$ cat src/rtl/fifo_sample_reader_if.sv
// Sample stream between the FIFO drain engine and the FIR tap engine.
// valid/ready handshake, with last marking the final sample of each block.
interface fifo_sample_reader_if #(
    parameter int unsigned DATABITS = 16
) ();
    logic                valid;
    logic                ready;
    logic [DATABITS-1:0] data;
    logic                last;

    modport master (output valid, output data, output last, input ready);
    modport slave  (input valid, input data, input last, output ready);
endinterface

$ cat src/rtl/fifo_sample_reader.sv
// FIR-domain drain engine: pops the sample FIFO into a 2-entry skid buffer,
// streams samples out with block boundaries and counts starved cycles.
module fifo_sample_reader #(
    parameter int unsigned DATABITS   = 16,
    parameter int unsigned BLOCK_LEN  = 64,
    parameter int unsigned CNT_BITS   = 6,
    parameter int unsigned UFLOW_BITS = 16
) (
    input  logic                  clk,
    input  logic                  rstn,
    input  logic                  enable,
    input  logic                  flush,
    input  logic                  fifo_empty,
    input  logic [DATABITS-1:0]   fifo_rdata,
    output logic                  fifo_rd_en,
    fifo_sample_reader_if.master  m,
    output logic [CNT_BITS-1:0]   sample_idx,
    output logic [UFLOW_BITS-1:0] uflow_cnt
);
    localparam logic [CNT_BITS-1:0]   LAST_IDX  = CNT_BITS'(BLOCK_LEN - 1);
    localparam logic [UFLOW_BITS-1:0] UFLOW_MAX = '1;

    logic [1:0]          occ;
    logic                inflight;
    logic [DATABITS-1:0] head;
    logic [DATABITS-1:0] tail;

    logic       hs_raw_c;
    logic       hs_c;
    logic       cap_c;
    logic       starve_c;
    logic [2:0] load_c;
    logic [2:0] limit_c;

    // Stream view of the skid buffer head
    assign m.valid = (occ != 2'd0);
    assign m.data  = head;
    assign m.last  = m.valid && (sample_idx == LAST_IDX);

    // Pop only when the buffer still has room once in-flight data and this cycle's handshake settle
    always_comb begin
        hs_raw_c   = m.valid & m.ready;
        hs_c       = hs_raw_c & ~flush;
        cap_c      = inflight & ~flush;
        load_c     = {1'b0, occ} + {2'b00, inflight};
        limit_c    = 3'd2 + {2'b00, hs_raw_c};
        fifo_rd_en = rstn & enable & ~flush & ~fifo_empty & (load_c < limit_c);
        starve_c   = enable & m.ready & ~m.valid & ~inflight & ~flush;
    end

    always_ff @(posedge clk or negedge rstn) begin
        if (!rstn) begin
            occ        <= 2'd0;
            inflight   <= 1'b0;
            head       <= '0;
            tail       <= '0;
            sample_idx <= '0;
            uflow_cnt  <= '0;
        end else begin
            inflight <= fifo_rd_en;
            if (starve_c && (uflow_cnt != UFLOW_MAX))
                uflow_cnt <= uflow_cnt + UFLOW_BITS'(1);

            if (flush) begin
                occ        <= 2'd0;
                sample_idx <= '0;
            end else begin
                if (hs_c)
                    sample_idx <= (sample_idx == LAST_IDX) ? '0 : sample_idx + CNT_BITS'(1);

                // Head advance and tail capture; simultaneous case keeps FIFO order
                case ({hs_c, cap_c})
                    2'b11: begin
                        if (occ == 2'd2) begin
                            head <= tail;
                            tail <= fifo_rdata;
                        end else begin
                            head <= fifo_rdata;
                        end
                    end
                    2'b10: begin
                        head <= tail;
                        occ  <= occ - 2'd1;
                    end
                    2'b01: begin
                        if (occ == 2'd0) head <= fifo_rdata;
                        else             tail <= fifo_rdata;
                        occ <= occ + 2'd1;
                    end
                    default: ;
                endcase
            end
        end
    end

    a_no_overflow: assert property (@(posedge clk) disable iff (!rstn)
        !(cap_c && !hs_c && (occ == 2'd2)));

endmodule
$ cat src/flat_wrapper.sv
// flat-port wrapper written by rule: the top's interface ports become plain ports
module fifo_sample_reader_flat 
#(
    parameter int unsigned DATABITS   = 16,
    parameter int unsigned BLOCK_LEN  = 64,
    parameter int unsigned CNT_BITS   = 6,
    parameter int unsigned UFLOW_BITS = 16
)
  (clk, rstn, enable, flush, fifo_empty, fifo_rdata, fifo_rd_en, sample_idx, uflow_cnt, m_valid, m_data, m_last, m_ready);
  fifo_sample_reader_if #(.DATABITS(DATABITS)) m_i ();
  input  logic clk;
  input  logic rstn;
  input  logic enable;
  input  logic flush;
  input  logic fifo_empty;
  input  logic [DATABITS-1:0] fifo_rdata;
  output logic fifo_rd_en;
  output logic [CNT_BITS-1:0] sample_idx;
  output logic [UFLOW_BITS-1:0] uflow_cnt;
  output wire logic [$bits(m_i.valid)-1:0] m_valid;
  output wire logic [$bits(m_i.data)-1:0] m_data;
  output wire logic [$bits(m_i.last)-1:0] m_last;
  input wire logic [$bits(m_i.ready)-1:0] m_ready;
  assign m_valid = m_i.valid;
  assign m_data = m_i.data;
  assign m_last = m_i.last;
  assign m_i.ready = m_ready;
  fifo_sample_reader #(.DATABITS(DATABITS), .BLOCK_LEN(BLOCK_LEN), .CNT_BITS(CNT_BITS), .UFLOW_BITS(UFLOW_BITS)) u_core (.clk(clk), .rstn(rstn), .enable(enable), .flush(flush), .fifo_empty(fifo_empty), .fifo_rdata(fifo_rdata), .fifo_rd_en(fifo_rd_en), .m(m_i), .sample_idx(sample_idx), .uflow_cnt(uflow_cnt));
endmodule
$ cat config.mk
export PLATFORM = sky130hd
export DESIGN_NAME = fifo_sample_reader_flat
export DESIGN_NICKNAME = d
export VERILOG_FILES = /design/src/rtl/fifo_sample_reader_if.sv /design/src/rtl/fifo_sample_reader.sv /design/src/flat_wrapper.sv
export SDC_FILE = /design/constraint.sdc
export NUM_CORES = 1
export LEC_CHECK = 0
export CELL_PAD_IN_SITES_DETAIL_PLACEMENT = 0
export CELL_PAD_IN_SITES_GLOBAL_PLACEMENT = 2
export CORE_MARGIN = 3
export CORE_UTILIZATION = 35
export CTS_CLUSTER_SIZE = 16
export DETAILED_ROUTE_END_ITERATION = 12
export PLACE_DENSITY = 0.92
export SLEW_MARGIN = 15
export SYNTH_ARGS = -nofsm -noshare
export SYNTH_HDL_FRONTEND = slang
export SYNTH_SLANG_ARGS = --single-unit
export TNS_END_PERCENT = 30
$ cat constraint.sdc
create_clock -name clk -period 8 [get_ports clk]
set_clock_uncertainty 0.2 [all_clocks]
set_input_delay 2.4 -clock clk [delete_from_list [all_inputs] [get_ports clk]]
set_output_delay 2.4 -clock clk [all_outputs]
set_load 0.05 [all_outputs]
==> results <==
[worst max-delay path by stage]
stage | slack, ps | endpoint | startpoint | cells past startpoint
global route | 870 | fifo_rd_en | m_ready | 5
CTS | 990 | fifo_rd_en | m_ready | 5
floorplan | 2060 | fifo_rd_en | flush | 3
detailed placement | 1020 | fifo_rd_en | m_ready | 5
finish | 1020 | fifo_rd_en | m_ready | 5
global placement | 1040 | fifo_rd_en | m_ready | 5
[state kept, by name, summed over array words and instances, names as in the netlist]
| name | cells |
|---|---|
| u_core.tail | 16 |
| u_core.uflow_cnt | 16 |
| u_core.m.data | 16 |
| u_core.occ | 2 |
| u_core.inflight | 1 |
| u_core.sample_idx | 6 |
[metal layers]
| layer | up-vias | wire, microns |
|---|---|---|
| met3 | 9 | 342 |
| met2 | 59 | 3340 |
| met1 | 1237 | 3500 |
| li1 | 1176 | - |
| met4 | 0 | 83 |
| met5 | - | 0 |
[kinds of logic after synthesis]
kind of cell	after synthesis	synth area share, %
AO/OA/AOI/OAI	66	17.2
multiplexers	20	7.34
flip-flops	57	46.5
AND/OR/NAND/NOR	95	16.4
adder cells (fa/ha/maj)	9	3.67
buffers and inverters	23	4.08
XOR/XNOR	17	4.86
[final cells by class]
class / instances / area, sq um
fillers: 828 / 4450
inverters: 5 / 18.8
repair buffers: 66 / 646
well taps: 105 / 131
flip-flops and latches: 57 / 1430
clock inverters: 3 / 40.0
multi-input cells: 207 / 1520
clock buffers: 12 / 155
[power breakdown]
part / total (W) / switching (W) / internal, W / leakage, nW
clock network: 0.000272 / 0.000113 / 0.000158 / 0.102
registers: 0.000370 / 0.0000376 / 0.000333 / 0.759
logic: 0.000318 / 0.000204 / 0.000113 / 0.927
total: 0.000959 / 0.000355 / 0.000604 / 1.79
[critical path: cells and delay by family]
kind,cells,cell delay (ps)
simple gates,1,190
compound gates,2,470
buf+inv,2,1320
[through the flow]
stage | hold WS, ps | std cells
after CTS | 280 | 455
after global placement | 258 | 440
final | 274 | 455
after floorplan | 281 | 287
after detailed placement | 265 | 440
after global routing | 285 | 455
[placed cells by master (no fill, tap or decap), drive strengths merged]
cell,count
a2111oi,2
a211o,1
a211oi,2
a21o,15
a21oi,6
a221oi,15
a311oi,15
and3,3
and4bb,1
buf,5
bufinv,1
clkbuf,12
clkdlybuf4s50,61
clkinv,2
dfrtp,57
ha,9
inv,5
mux2,20
nand2,46
nand2b,1
nand3,6
nand4,5
nor2,13
nor2b,2
nor3,6
nor3b,3
nor4,6
nor4b,2
o21a,1
o21ai,7
o22ai,2
or2,1
xnor2,2
xor2,15
==> results by group <==
Status
  • Status: finished, final reports clean

STA
  • FMAX: around 140 MHz
  • Final Setup Violations: 0
  • Minimum clock period: 6980 ps
  • RSZ-0062 raised after global routing: false
  • Fin crit share: 87.3%
  • Relative slew margins: 29.6%
  • Final hold vios: 0
  • Max Slew Vio Count: 0
  • Final worst slack: approximately 1000 ps
  • Slew @ Worst Pin: 1060 ps
  • Setup TNS: 0 ps

Min path
  • HP Class: reg -> reg
  • Hold worst-path end: u_core.m.data[3]$_DFFE_PN0P_
  • Hold Path Depth: 1
  • Min-delay src: u_core.m.data[3]$_DFFE_PN0P_

GRT
  • Largest net degree at the start of global routing: 58
  • Initial antenna violation count: 0
  • Vias in the first global route: 2,465
  • Grt peak-use layer: met2
  • Overall Global Routing Usage: 15.3%
  • Met2 GRT Util: 23.7%
  • GRT met3 Usage: 5.05%
  • Grt total ovfl: 0
  • First-pass GRT wire length: 12.3 mm
  • Global Route met1 Usage: about a fifth

Synth
  • Async set-reset flop share out of synthesis: 100%
  • Gate Count Post-Synth: 287
  • Top-count cell post-synth: dfrtp_1
  • Net count after synthesis: 318
  • Synth area leader: dfrtp_1
  • Mean post-synth cell area: 10.7 sq um
  • Syn Std Cell Area: about 0.0031 sq mm
  • Post-synth EDFFs: 0
  • Yosys warns: 0
  • Top post-synthesis cells by area: dfrtp_1 47%, mux2_2 7.3%, nand2_1 5.6%, a221oi_1 4.3%, a311oi_1 4.3%
  • Most frequent cells after synthesis: 57 x dfrtp_1, 46 x nand2_1, 20 x mux2_2
  • Top FF cell, synth: dfrtp_1
  • #FFs+latches synth: 57
  • Yosys cell types: 41
  • Top-area cell type share of the netlist area: between 40 and 50%
  • Sequential area share after synthesis: 46.5%

Placed design
  • Detail Placement HPWL: ~4.7 mm
  • Pre-CTS setup slack: approximately 1000 ps
  • Post-Place Cell Area: 0.00374 sq mm
  • Input/output buffers: 62
  • Gpl congestion: 0.775

Route
  • DRT iter0 DRCs: 79
  • Avg WL per Cell: 16.0 microns
  • ANT nets after route: 0
  • Via count: roughly 2,500
  • First-pass DRT Iterations: 4
  • DRT Wirelength: 7.26 mm
  • Vias per Instance: approximately 5.5
  • Drt drc: 0

Floorplanning
  • Number of core rows: 33
  • Die Area: 0.00992 sq mm
  • Std-Cell Core Area: 0.00838 sq mm
  • DIE HEIGHT: 99.6 microns
  • I/O pins: 63
  • Die Width: 99.6 microns
  • Initial Utilization: 36.6%

Cells and area
  • Fin area: 0.00393 sq mm
  • Layout area overhead: 28.2%
  • Final core area utilization: 46.9%
  • Antenna diodes: 0
  • Layout cells sized above 1: 14.0%
  • Nets: 377

CTS
  • Worst skew pair latency: ~340 ps
  • Clock buffer depth: 2
  • CTS buffer count: 9
  • Root buffer cell: clkbuf_8
  • H-Tree Depth: 3
  • Post-CTS setup buffer count: 0
  • CTS tree: done
  • Clock Pin Slew Worst Setup and Hold Paths: 60 ps
  • CTS sink count: 57
  • CTS resizes: 0
  • Hold buffers post-CTS: 0

Critical path
  • Worst r2r dst: u_core.m.data[11]$_DFFE_PN0P_
  • Arr. time, crit path: around 4400 ps
  • Crit Path Category: in -> out
  • Critical Path Max Stage Delay: 810 ps
  • Cell Chain, Critical Path: clkdlybuf4s50_1 > o21ai_0 > o21ai_0 > and3_1 > clkdlybuf4s50_1
  • Element type at the critical path end: output port
  • Critical Path Start Type: primary input
  • Depth of the most critical reg-to-reg path: 7
  • Crit-path slowest cell: clkdlybuf4s50_1
  • Critical Path RT: 5400 ps
  • Flop-to-flop setup slack: 4610 ps
  • Worst r2r src: u_core.occ[0]$_DFFE_PN0P_
  • Max FO, Critical Path: 6

Run
  • Max Cap Violations: 0

Power and ir drop
  • Power Density: 244 mW/mm^2
  • Total power: 0.000959 W
  • P_leak: 1.79 nW
  • Maximum VDD drop: 0.184 mV
Power figures use the tool's default switching activity.
